## config.mk

```make
export PLATFORM = sky130hd
export DESIGN_NAME = entry_access_arbiter
export DESIGN_NICKNAME = d
export VERILOG_FILES = /design/src/rtl/entry_access_arbiter.sv
export SDC_FILE = /design/constraint.sdc
export NUM_CORES = 1
export LEC_CHECK = 0
export BUFFER_PORTS_ARGS = -buffer_cell sky130_fd_sc_hd__clkbuf_2
export CORE_AREA = 5 5 44 74
export CTS_BUF_LIST = sky130_fd_sc_hd__clkbuf_16
export DETAILED_ROUTE_END_ITERATION = 8
export DIE_AREA = 0 0 49 79
export GPL_TIMING_DRIVEN = 0
export PLACE_DENSITY = 0.68
export SETUP_SLACK_MARGIN = 0.02
export SYNTH_ARGS = -nofsm -noshare
export SYNTH_HDL_FRONTEND = slang
export SYNTH_SLANG_ARGS = --single-unit
```

## constraint.sdc

```tcl
create_clock -name clk -period 5.1 [get_ports clk]
set_input_delay 1.02 -clock clk [delete_from_list [all_inputs] [get_ports clk]]
set_output_delay 1.02 -clock clk [all_outputs]
set_load 0.01 [all_outputs]
```

## src/rtl/entry_access_arbiter.sv

```systemverilog
// Two-way arbiter for the shared access resource between entry interfaces IE01 and IE02.
// Higher user code wins; ties alternate; grants end on done, withdrawal or hold timeout.
module entry_access_arbiter #(
    parameter int HOLD_MAX = 255
) (
    input  logic       clk,
    input  logic       rst_n,
    input  logic       req1,
    input  logic [2:0] code1,
    input  logic       req2,
    input  logic [2:0] code2,
    input  logic       done,
    output logic       gnt1,
    output logic       gnt2,
    output logic [2:0] gnt_code,
    output logic       busy,
    output logic       timeout
);

    localparam int CW = $clog2(HOLD_MAX + 1);
    localparam logic [CW-1:0] HOLD_LAST = CW'(HOLD_MAX - 1);

    localparam logic [1:0] S_IDLE    = 2'd0;
    localparam logic [1:0] S_GRANT1  = 2'd1;
    localparam logic [1:0] S_GRANT2  = 2'd2;
    localparam logic [1:0] S_RELEASE = 2'd3;

    logic [1:0]    state, state_d;
    logic [CW-1:0] cnt, cnt_d;
    logic          last_served, last_served_d;   // 0 = IE01, 1 = IE02
    logic          gnt1_d, gnt2_d, busy_d, timeout_d;
    logic [2:0]    gnt_code_d;

    logic valid1, valid2, pick1, pick2, served_req;

    assign valid1 = req1 && (code1 != 3'd0);
    assign valid2 = req2 && (code2 != 3'd0);

    // Equal codes go to whichever side was not served last.
    assign pick1 = valid1 && (!valid2 || (code1 > code2) ||
                              ((code1 == code2) && last_served));
    assign pick2 = valid2 && !pick1;

    assign served_req = (state == S_GRANT1) ? req1 : req2;

    always_comb begin
        // NOTE: every combinational output gets a default first so no path leaves it unassigned (no latches).
        state_d       = state;
        cnt_d         = cnt;
        last_served_d = last_served;
        gnt1_d        = 1'b0;
        gnt2_d        = 1'b0;
        gnt_code_d    = 3'd0;
        busy_d        = 1'b0;
        timeout_d     = 1'b0;

        case (state)
            S_IDLE: begin
                if (pick1) begin
                    state_d       = S_GRANT1;
                    gnt1_d        = 1'b1;
                    gnt_code_d    = code1;
                    busy_d        = 1'b1;
                    last_served_d = 1'b0;
                    cnt_d         = '0;
                end else if (pick2) begin
                    state_d       = S_GRANT2;
                    gnt2_d        = 1'b1;
                    gnt_code_d    = code2;
                    busy_d        = 1'b1;
                    last_served_d = 1'b1;
                    cnt_d         = '0;
                end
            end

            S_GRANT1, S_GRANT2: begin
                busy_d = 1'b1;
                if (done || !served_req) begin
                    state_d = S_RELEASE;
                end else if (cnt == HOLD_LAST) begin
                    // Forced end: the grant has been high for HOLD_MAX cycles.
                    state_d   = S_RELEASE;
                    timeout_d = 1'b1;
                end else begin
                    gnt1_d     = gnt1;
                    gnt2_d     = gnt2;
                    gnt_code_d = gnt_code;
                    cnt_d      = cnt + CW'(1);
                end
            end

            S_RELEASE: begin
                state_d = S_IDLE;
            end
        endcase
    end

    // NOTE: sequential state uses non-blocking assignments so all flops update together at the edge.
    always_ff @(posedge clk or negedge rst_n) begin
        if (!rst_n) begin
            state       <= S_IDLE;
            cnt         <= '0;
            last_served <= 1'b1;
            gnt1        <= 1'b0;
            gnt2        <= 1'b0;
            gnt_code    <= 3'd0;
            busy        <= 1'b0;
            timeout     <= 1'b0;
        end else begin
            state       <= state_d;
            cnt         <= cnt_d;
            last_served <= last_served_d;
            gnt1        <= gnt1_d;
            gnt2        <= gnt2_d;
            gnt_code    <= gnt_code_d;
            busy        <= busy_d;
            timeout     <= timeout_d;
        end
    end

endmodule

```

==> results.py <==
metrics = {
    "cts": {
        "clk_latency_ps": 250,
        "cts_inserted_buffers": 3,
        "post_cts_resized": 0,
        "tritoncts": "done",
        "clockBufferDepth": 2,
        "hold_buffers": 0,
        "cts_setup_buffers": 0,
        "cts_root_buf": "clkbuf_16",
        "cts.clk_slew.worst_paths_ps": 50,
        "htree_levels": 1,
        "clock-sinks": 18,
    },
    "run": {
        "max_cap_viol_count": 0,
    },
    "floorplanning": {
        "fp-row-count": 25,
        "die_h_um": 79,
        "dieArea_mm2": 0.00387,
        "die_w_um": 49,
        "initial_core_util_pct": 46.6,
        "core_region_area_mm2": 0.00263,
        "pin_count": 18,
    },
    "synth": {
        "async_flop_share_pct": 100,
        "synth_ff_type": "dfrtp_1",
        "yosysWarnings": 0,
        "ys_types": 46,
        "synth_xor_area_share_pct": 0,
        "yosysMostFrequentCell": "dfrtp_1",
        "yosys.area_share.simple_pct": 21.9,
        "synthAdderAreaFrac_pct": 9.19,
        "synth_compound_area_share_pct": 23.1,
        "ys_top_cells_by_area": "dfrtp_1 35%, ha_1 9.2%, nor2_1 3.7%, o31ai_1 3.1%, a21oi_1 2.9%",
        "syn_avg_cell_area_um2": 10.1,
        "synthesis.nets": 141,
        "synth_common_cells": "17 x dfrtp_1, 12 x nor2_1, 9 x ha_1, 9 x inv_1, 8 x nand2_1",
        "yosysTopAreaCellShare_pct": 34.7,
        "synth-edff-count": 0,
        "synth.area.mux_share_pct": 3.37,
        "synth_top_family_by_area": "compound AO/OA/AOI/OAI gates",
        "ys_ff_latch": 18,
        "synth_top_area_cell": "dfrtp_1",
        "synth-seq-area-share_pct": 36.9,
        "syn-cell-area_mm2": 0.00122,
        "syn_inst": 121,
    },
    "min_path": {
        "hp-class": "reg -> reg",
    },
    "power": {
        "internal_power_uw": 437,
        "p_total_uw": 751,
        "p_sw_share_pct": 41.9,
        "leakage_uw": 0.000684,
        "power_frac_clock_pct": 20.5,
        "seq_power_share_pct": 28.4,
        "p_comb_share_pct": 51.1,
        "ir_drop_mv": 0.265,
        "power.density_mw_per_mm2": 528,
        "p_switching_uw": 314,
    },
    "grt": {
        "grt_max_degree": 19,
        "grt_pass1_wl_mm": 4.76,
        "antenna_found_initial": 0,
        "track_usage_pct": 15.5,
        "grt_overflow": 0,
        "first_global_vias": 1110,
    },
    "detailed_routing": {
        "drc": 0,
        "via_per_inst": 5.98,
        "drt_wl_total_mm": 2.64,
        "wl_per_cell_um": 15.6,
        "antenna_left": 0,
        "dr.pass1.iters": 4,
        "vias": 1010,
        "drtIter0Drc": 12,
    },
    "sta": {
        "drv_slew": 0,
        "rsz0062_at_grt": "false",
        "setup_viol": 0,
        "tns_ps": 0,
        "fin_skew_ps": 1.53,
        "max_freq_mhz": 366,
        "min_period_ps": 2730,
        "timing.final.crit_share_pct": 53.5,
        "tightestPinTransition_ps": 560,
        "finalHoldViolations": 0,
        "relSlewSlack_pct": 62.5,
    },
    "cells_and_area": {
        "utilization_pct": 54.1,
        "final_nets": 163,
        "syn_to_final_growth_pct": 16.1,
        "drive_gt1_share_pct": 26.1,
        "antenna_cells": 0,
    },
    "worst_setup_path": {
        "startpoint_type": "primary input",
        "path_max_fanout": 5,
        "crit_path_end_kind": "flip-flop",
        "required_ps": 5230,
        "path_class": "in -> reg",
        "arrival_ps": 2860,
    },
    "placed_design": {
        "hpwlAfterDp_mm": 2.11,
        "portBuffers": 17,
        "place.gp.congestion": 0.815,
    },
    "run_status": {
        "outcome": "completed",
    },
}
critical path: stages:
cell and delay [ps]:
clkbuf_2 130, inv_1 60, ha_1 310, nand2b_1 150
a211o_1 300, a21oi_1 400, nor2_1 150, a311o_1 330
cell type report:
class	count	area, µm²
fillers	250	1200
multi-input cells	89	704
flip-flops and latches	18	452
repair buffers	17	85.1
clock buffers	3	75.1
inverters	10	37.5
well taps	27	33.8
plain buffers	4	31.3
clock inverters	1	3.75
sequential cells by signal (all words and copies together) (netlist names):
signal	flops
busy	1
cnt	8
state	2
timeout	1
last_served	1
gnt_code	3
gnt1	1
gnt2	1
metrics by stage:
| step | hold slack [ps] | setup WS, ps | area, µm² | instances |
|---|---|---|---|---|
| floorplan | 475 | 2510 | 1220 | 121 |
| global placement | 460 | 2130 | 1340 | 165 |
| detailed placement | 473 | 2090 | 1340 | 165 |
| CTS | 484 | 2360 | 1420 | 169 |
| global route | 511 | 2260 | 1420 | 169 |
| finish | 487 | 2370 | 1420 | 169 |
path summary, 6_finish.rpt:
path	startpoint	endpoint	slack (ps)	cells past startpoint
max	code1[0]	gnt_code[2]$_DFFE_PN0P_	2370	8
min	gnt1$_DFFE_PN0P_	gnt1$_DFFE_PN0P_	490	1
min in group asynchronous	rst_n	gnt_code[1]$_DFFE_PN0P_	710	1
max in group asynchronous	rst_n	last_served$_DFFE_PN1P_	4050	1
max reg2reg	state[0]$_DFFE_PN0P_	cnt[7]$_DFFE_PN0P_	2890	8
min reg2reg	gnt1$_DFFE_PN0P_	gnt1$_DFFE_PN0P_	490	1
metal layers:
metal | track usage (%) | wire (µm)
met2 | 27.2 | 1430
met5 | 0 | 0
met4 | 10.8 | 82
met1 | 16.4 | 1030
met3 | 2.63 | 104
power by group through the flow:
| stage | Combinational [µW] | Clock, µW | Sequential, µW |
|---|---|---|---|
| 3_3_place_gp | 373 | 0 | 215 |
| 4_1_cts | 387 | 160 | 213 |
| 6_report | 384 | 154 | 213 |
| 2_1_floorplan | 287 | 0 | 217 |
| 3_5_place_dp | 382 | 0 | 215 |
| 5_1_grt | 429 | 170 | 220 |
cell usage in the layout (no fill, tap or decap), drive strengths merged, types with 2 or more instances in the layout:
master	Yosys	routed
clkbuf	1	21
dfrtp	17	17
nor2	12	12
inv	10	11
ha	9	9
a21oi	9	9
nand2	8	8
o31ai	7	7
nand3	4	4
or4	4	4
buf	3	3
and4	3	3
mux2	3	3
o21ai	2	2
o41ai	2	2
nor4	2	2
o211a	2	2
a221o	2	2
nor2b	2	2
nand4	2	2
nor3b	2	2
cells by family (layout without fill, tap and decap cells):
logic type | count (synthesis) | count (layout)
simple gates | 44 | 44
mux | 3 | 3
fa+ha+maj | 9 | 9
flops | 18 | 18
buf+inv | 14 | 35
compound gates | 33 | 33
(Power assumes the default switching activity.)
